[config.mk]
export PLATFORM = sky130hd
export DESIGN_NAME = mac_accum_stage_flat
export DESIGN_NICKNAME = d
export VERILOG_FILES = /design/src/rtl/mac_accum_stage_if.sv /design/src/rtl/mac_accum_stage.sv /design/src/flat_wrapper.sv
export SDC_FILE = /design/constraint.sdc
export NUM_CORES = 1
export LEC_CHECK = 0
export BUFFER_PORTS_ARGS = -buffer_cell sky130_fd_sc_hd__buf_2
export CAP_MARGIN = 20
export CORE_MARGIN = 8
export CORE_UTILIZATION = 40
export DETAILED_ROUTE_END_ITERATION = 8
export HOLD_SLACK_MARGIN = 0.02
export SYNTH_ARGS = -nofsm -noshare
export SYNTH_HDL_FRONTEND = slang
export SYNTH_SLANG_ARGS = --single-unit
[constraint.sdc]
create_clock -name clk -period 2.45 [get_ports clk]
set_input_delay 0.245 -clock clk [delete_from_list [all_inputs] [get_ports clk]]
set_output_delay 0.245 -clock clk [all_outputs]
set_load 0.02 [all_outputs]
[src/rtl/mac_accum_stage_if.sv]
// rtl/mac_accum_stage_if.sv - stream/handshake bundle between multiplier, accumulate stage and consumer
interface mac_accum_stage_if #(
    parameter int PROD_W = 16,
    parameter int ACC_W  = 24,
    parameter int CNT_W  = 8
);
    logic                     start;
    logic [CNT_W-1:0]         len;
    logic signed [PROD_W-1:0] in_prod;
    logic                     in_valid;
    logic                     in_ready;
    logic signed [ACC_W-1:0]  out_acc;
    logic                     out_valid;
    logic                     out_ready;
    logic                     busy;
    logic                     ovf;

    modport master (
        output start, len, in_prod, in_valid, out_ready,
        input  in_ready, out_acc, out_valid, busy, ovf
    );

    modport slave (
        input  start, len, in_prod, in_valid, out_ready,
        output in_ready, out_acc, out_valid, busy, ovf
    );
endinterface

[src/rtl/mac_accum_stage.sv]
// rtl/mac_accum_stage.sv - sums LEN signed products into a wide accumulator; MAC_SAT_EN selects clamping on overflow
module mac_accum_stage #(
    parameter int PROD_W = 16,
    parameter int ACC_W  = 24,
    parameter int CNT_W  = 8
) (
    input  logic             clk,
    input  logic             rst_n,
    mac_accum_stage_if.slave m
);
    typedef enum logic [1:0] {
        S_IDLE = 2'd0,
        S_ACC  = 2'd1,
        S_DONE = 2'd2
    } state_t;

    state_t                  state_q, state_d;
    logic signed [ACC_W-1:0] acc_q, acc_d;
    logic [CNT_W-1:0]        cnt_q, cnt_d;
    logic                    ovf_q, ovf_d;

    logic signed [ACC_W-1:0] prod_ext;
    logic signed [ACC_W-1:0] sum;
    logic                    add_ovf;

    assign prod_ext = ACC_W'($signed(m.in_prod));
    assign sum      = acc_q + prod_ext;
    // Signed overflow: both operands share a sign that the result does not.
    assign add_ovf  = (acc_q[ACC_W-1] == prod_ext[ACC_W-1]) && (sum[ACC_W-1] != acc_q[ACC_W-1]);

    always_comb begin
        state_d = state_q;
        acc_d   = acc_q;
        cnt_d   = cnt_q;
        ovf_d   = ovf_q;
        case (state_q)
            S_IDLE: begin
                if (m.start) begin
                    acc_d = '0;
                    ovf_d = 1'b0;
                    if (m.len != '0) begin
                        cnt_d   = m.len;
                        state_d = S_ACC;
                    end else begin
                        state_d = S_DONE;
                    end
                end
            end
            S_ACC: begin
                if (m.in_valid) begin
                    acc_d = sum;
                    if (add_ovf) begin
                        ovf_d = 1'b1;
`ifdef MAC_SAT_EN
                        acc_d = acc_q[ACC_W-1] ? {1'b1, {(ACC_W-1){1'b0}}}
                                               : {1'b0, {(ACC_W-1){1'b1}}};
`else
                        acc_d = sum;
`endif
                    end
                    cnt_d = cnt_q - CNT_W'(1);
                    if (cnt_q == CNT_W'(1)) begin
                        state_d = S_DONE;
                    end
                end
            end
            S_DONE: begin
                if (m.out_ready) begin
                    state_d = S_IDLE;
                end
            end
            default: state_d = S_IDLE;
        endcase
    end

    always_ff @(posedge clk or negedge rst_n) begin
        if (!rst_n) begin
            state_q <= S_IDLE;
            acc_q   <= '0;
            cnt_q   <= '0;
            ovf_q   <= 1'b0;
        end else begin
            state_q <= state_d;
            acc_q   <= acc_d;
            cnt_q   <= cnt_d;
            ovf_q   <= ovf_d;
        end
    end

    // All outputs come from registers or the state decode; nothing flows straight from inputs.
    assign m.in_ready  = (state_q == S_ACC);
    assign m.out_valid = (state_q == S_DONE);
    assign m.busy      = (state_q != S_IDLE);
    assign m.out_acc   = acc_q;
    assign m.ovf       = ovf_q;
endmodule
[src/flat_wrapper.sv]
// flat-port wrapper written by rule: the top's interface ports become plain ports
module mac_accum_stage_flat 
#(
    parameter int PROD_W = 16,
    parameter int ACC_W  = 24,
    parameter int CNT_W  = 8
)
  (clk, rst_n, m_start, m_len, m_in_prod, m_in_valid, m_out_ready, m_in_ready, m_out_acc, m_out_valid, m_busy, m_ovf);
  mac_accum_stage_if #(.PROD_W(PROD_W), .ACC_W(ACC_W), .CNT_W(CNT_W)) m_i ();
  input  logic clk;
  input  logic rst_n;
  input wire logic [$bits(m_i.start)-1:0] m_start;
  input wire logic [$bits(m_i.len)-1:0] m_len;
  input wire logic [$bits(m_i.in_prod)-1:0] m_in_prod;
  input wire logic [$bits(m_i.in_valid)-1:0] m_in_valid;
  input wire logic [$bits(m_i.out_ready)-1:0] m_out_ready;
  output wire logic [$bits(m_i.in_ready)-1:0] m_in_ready;
  output wire logic [$bits(m_i.out_acc)-1:0] m_out_acc;
  output wire logic [$bits(m_i.out_valid)-1:0] m_out_valid;
  output wire logic [$bits(m_i.busy)-1:0] m_busy;
  output wire logic [$bits(m_i.ovf)-1:0] m_ovf;
  assign m_i.start = m_start;
  assign m_i.len = m_len;
  assign m_i.in_prod = m_in_prod;
  assign m_i.in_valid = m_in_valid;
  assign m_i.out_ready = m_out_ready;
  assign m_in_ready = m_i.in_ready;
  assign m_out_acc = m_i.out_acc;
  assign m_out_valid = m_i.out_valid;
  assign m_busy = m_i.busy;
  assign m_ovf = m_i.ovf;
  mac_accum_stage #(.PROD_W(PROD_W), .ACC_W(ACC_W), .CNT_W(CNT_W)) u_core (.clk(clk), .rst_n(rst_n), .m(m_i));
endmodule
==> results_dict.tcl <==
set metrics [dict create \
    yosys-top-cells-area "dfrtp_1 (31%), ha_1 (11%), o21ai_0 (5.8%), nand2_1 (5.5%), a21oi_1 (5.1%)" \
    power_switching_mw 1.93 \
    hp-class "in2async" \
    antenna_found_initial 0 \
    cts.htree.levels 2 \
    initial_core_util 0.403 \
    vias 2802 \
    cts_sinks 35 \
    p_int_mw 2.25 \
    r2r-start "u_core.m.out_acc[14]$_DFFE_PN0P_" \
    r2r_end "u_core.m.out_acc[23]$_DFFE_PN0P_" \
    synth_edf_count 0 \
    yosys.area.top_type_share 0.306 \
    crit_fanout 5 \
    ys_ff_latch 35 \
    place_area_um2 3410 \
    pwr-share-clk 0.130 \
    die_area_um2 10100 \
    max-slew-margin-rel 0.448 \
    crit_path_end_kind "register" \
    stdcell_area_um2 3720 \
    io_buffers 56 \
    power_per_cell_area_nw_per_um2 1130 \
    finalPower_mw 4.18 \
    ir_drop_mv 0.442 \
    worstRegToRegCells 8 \
    drive_gt1_frac 0.317 \
    max_freq_mhz 421 \
    maxCapViolCount 0 \
    syn-instance-count 336 \
    drt-initial-drc-count 126 \
    start_kind "register" \
    overflow 0 \
    place_inst 506 \
    cts_buffer_depth 2 \
    dp_hpwl_um 5950 \
    syn_nets 391 \
    post-route-period-util 0.971 \
    dieWidth_um 101 \
    finalHoldViolations 0 \
    cts_made_buffers 5 \
    syn_avg_cell_area_um2 8.51 \
    fp-row-count 31 \
    cp_top_family "compound AO/OA/AOI/OAI gates" \
    fp.dieH_um 101 \
    num_io_pins 57 \
    grt_usage 0.163 \
    areaGrowthSynthToFinish_pct 30.0 \
    outcome "completed" \
    gp_congestion 0.862 \
    p_sw_frac 0.462 \
    fin_cells 518 \
    crit_chain "ha_4, a21o_1, o21bai_1, a221o_2, a31oi_4, a21boi_1, or4b_4, o211ai_2" \
    yosys.cell_types.count 58 \
    period_needed_ns 2.38 \
    grt_pass1_wl_um 13400 \
    wl_per_cell_um 15.4 \
    timing_worst_setup_path_type "reg2reg" \
    fin_nets 473 \
    p_comb_frac 0.627 \
    drt-pass1-iter-count 5 \
    synth_area_leader_cell "dfrtp_1" \
    worst_path_largest_cell_delay_ns 0.49 \
    cp_data_arrival_time_ns 2.60 \
    clock_latency_ns 0.29 \
    p_seq_frac 0.242 \
    diodes 0 \
    crit_end "u_core.m.out_acc[23]$_DFFE_PN0P_" \
    core_area_um2 7100 \
    ys_seq_area_frac 0.306 \
    synthArstFlopShare 1.00 \
    synthFlopType "dfrtp_1" \
    drc 0 \
    crit_path_start "u_core.m.out_acc[14]$_DFFE_PN0P_" \
    postRouteAntennaNets 0 \
    cts-root-buf "clkbuf_8" \
    skew_ns 0.00973 \
    wirelength_um 7960 \
    yosysWarnings 0 \
    worst-path-buf-inv 0 \
    synthesis.area_um2 2860 \
    grt_pass1_vias 2817 \
    grt_start_max_net_pins 36 \
    required_ns 2.67 \
    cp.depth 8 \
    ff2ff_setup_slack_ns 0.07 \
    vias_per_cell 5.41 \
    cts_hold_buf 0 \
    slew_viol_final 0 \
    clk_pin_slew_ns 0.08 \
    crit_path_top_delay_cell "or4b_4" \
    setup_viol 0 \
    p_leak_nw 1.82 \
    tightestPinTransition_ns 0.828 \
    cts_tree "built" \
]
routing by layer:
metal  vias up  GRT usage  part of all wire
met5         -          0                 0
met4         0     0.0360            0.0078
met3         5     0.0352             0.055
met2        70      0.277              0.48
met1      1327      0.206              0.46
li1       1400          -                 -
flip-flops by register name, indices dropped and copies added (netlist names):
name / flops
u_core.m.ovf: 1
u_core.m.out_acc: 24
u_core.state_q: 2
u_core.cnt_q: 8
synthesized netlist by cell type, drive strengths merged (8+ instances only):
cell type	number
a21o	14
a21oi	29
clkbuf	9
dfrtp	35
ha	25
inv	11
nand2	42
nand3	8
nor2	21
nor4	8
o21ai	35
xnor2	9
xor2	9
layout by cell type, fill, tap and decap left out, drive strengths merged, types with 3 or more instances in the layout:
cell / synthesis / final
inv: 11 / 11
or2: 3 / 3
mux2i: 3 / 3
o21bai: 3 / 3
ha: 25 / 25
nand2: 42 / 42
xor2: 9 / 9
o21ai: 35 / 35
and2: 5 / 5
o21a: 4 / 4
a22o: 5 / 5
xnor2: 9 / 9
a31oi: 5 / 5
dfrtp: 35 / 35
nor4: 8 / 8
nor2: 21 / 21
nand3: 8 / 8
a21o: 14 / 14
buf: 4 / 88
o31ai: 5 / 5
clkbuf: 9 / 5
nor3: 5 / 5
nand2b: 4 / 4
o211ai: 5 / 5
nand4: 3 / 3
a21oi: 29 / 29
power groups by stage:
stage	clock, mW	sequential (mW)	combinational [mW]
6_report	0.545	1.01	2.62
3_3_place_gp	0	0.999	2.42
3_5_place_dp	0	1.01	2.45
2_1_floorplan	0	1.13	1.57
5_1_grt	0.591	1.05	2.91
4_1_cts	0.565	1.01	2.50
metrics by stage:
stage	worst slack [ns]	hold WS, ns	TNS, ns	utilization
floorplan	0.0206	-0.0506	0	-
global placement	-0.0736	0.411	-0.0736	0.481
detailed placement	-0.0929	0.408	-0.102	0.481
CTS	0.00299	0.0852	0	0.504
global route	-0.00136	0.125	-0.00235	0.524
finish	0.0721	0.0385	0	0.524
cell families (layout without fill, tap and decap cells):
family | count (synthesis) | count (layout) | share of synthesized area
AO/OA/AOI/OAI | 121 | 121 | 0.280
buffers and inverters | 24 | 107 | 0.0381
multiplexers | 3 | 3 | 0.0105
flip-flops | 35 | 35 | 0.306
XOR/XNOR | 18 | 18 | 0.0552
AND/OR/NAND/NOR | 109 | 109 | 0.194
adder cells (fa/ha/maj) | 26 | 26 | 0.116
what timing repair did:
| action | 4_1_cts | 5_1_grt |
|---|---|---|
| setup endpoints to repair | 4 | 9 |
| gates resized for setup | 7 | 21 |
| setup buffers | 0 | 5 |
| hold endpoints to repair | 0 | 0 |
| pin swaps | 2 | 13 |
final cells by class:
| cell class | count | area, um2 |
|---|---|---|
| sequential | 35 | 876 |
| fill | 668 | 3380 |
| inverter | 11 | 41.3 |
| tap | 99 | 124 |
| timing repair buffer | 88 | 520 |
| multi-input combinational | 277 | 2040 |
| clock buffer | 5 | 68.8 |
| clock inverter | 3 | 43.8 |
how the worst min path moves through the flow:
| stage | startpoint | endpoint | slack (ns) | cells after the start |
|---|---|---|---|---|
| floorplan | rst_n | u_core.cnt_q[0]$_DFFE_PN0P_ | -0.05 | 0 |
| global placement | rst_n | u_core.cnt_q[0]$_DFFE_PN0P_ | 0.41 | 1 |
| detailed placement | rst_n | u_core.cnt_q[0]$_DFFE_PN0P_ | 0.41 | 1 |
| CTS | rst_n | u_core.cnt_q[0]$_DFFE_PN0P_ | 0.09 | 1 |
| global route | m_out_ready | u_core.state_q[1]$_DFFE_PN0P_ | 0.12 | 2 |
| finish | rst_n | u_core.cnt_q[0]$_DFFE_PN0P_ | 0.04 | 1 |
Power figures use the tool's default switching activity.
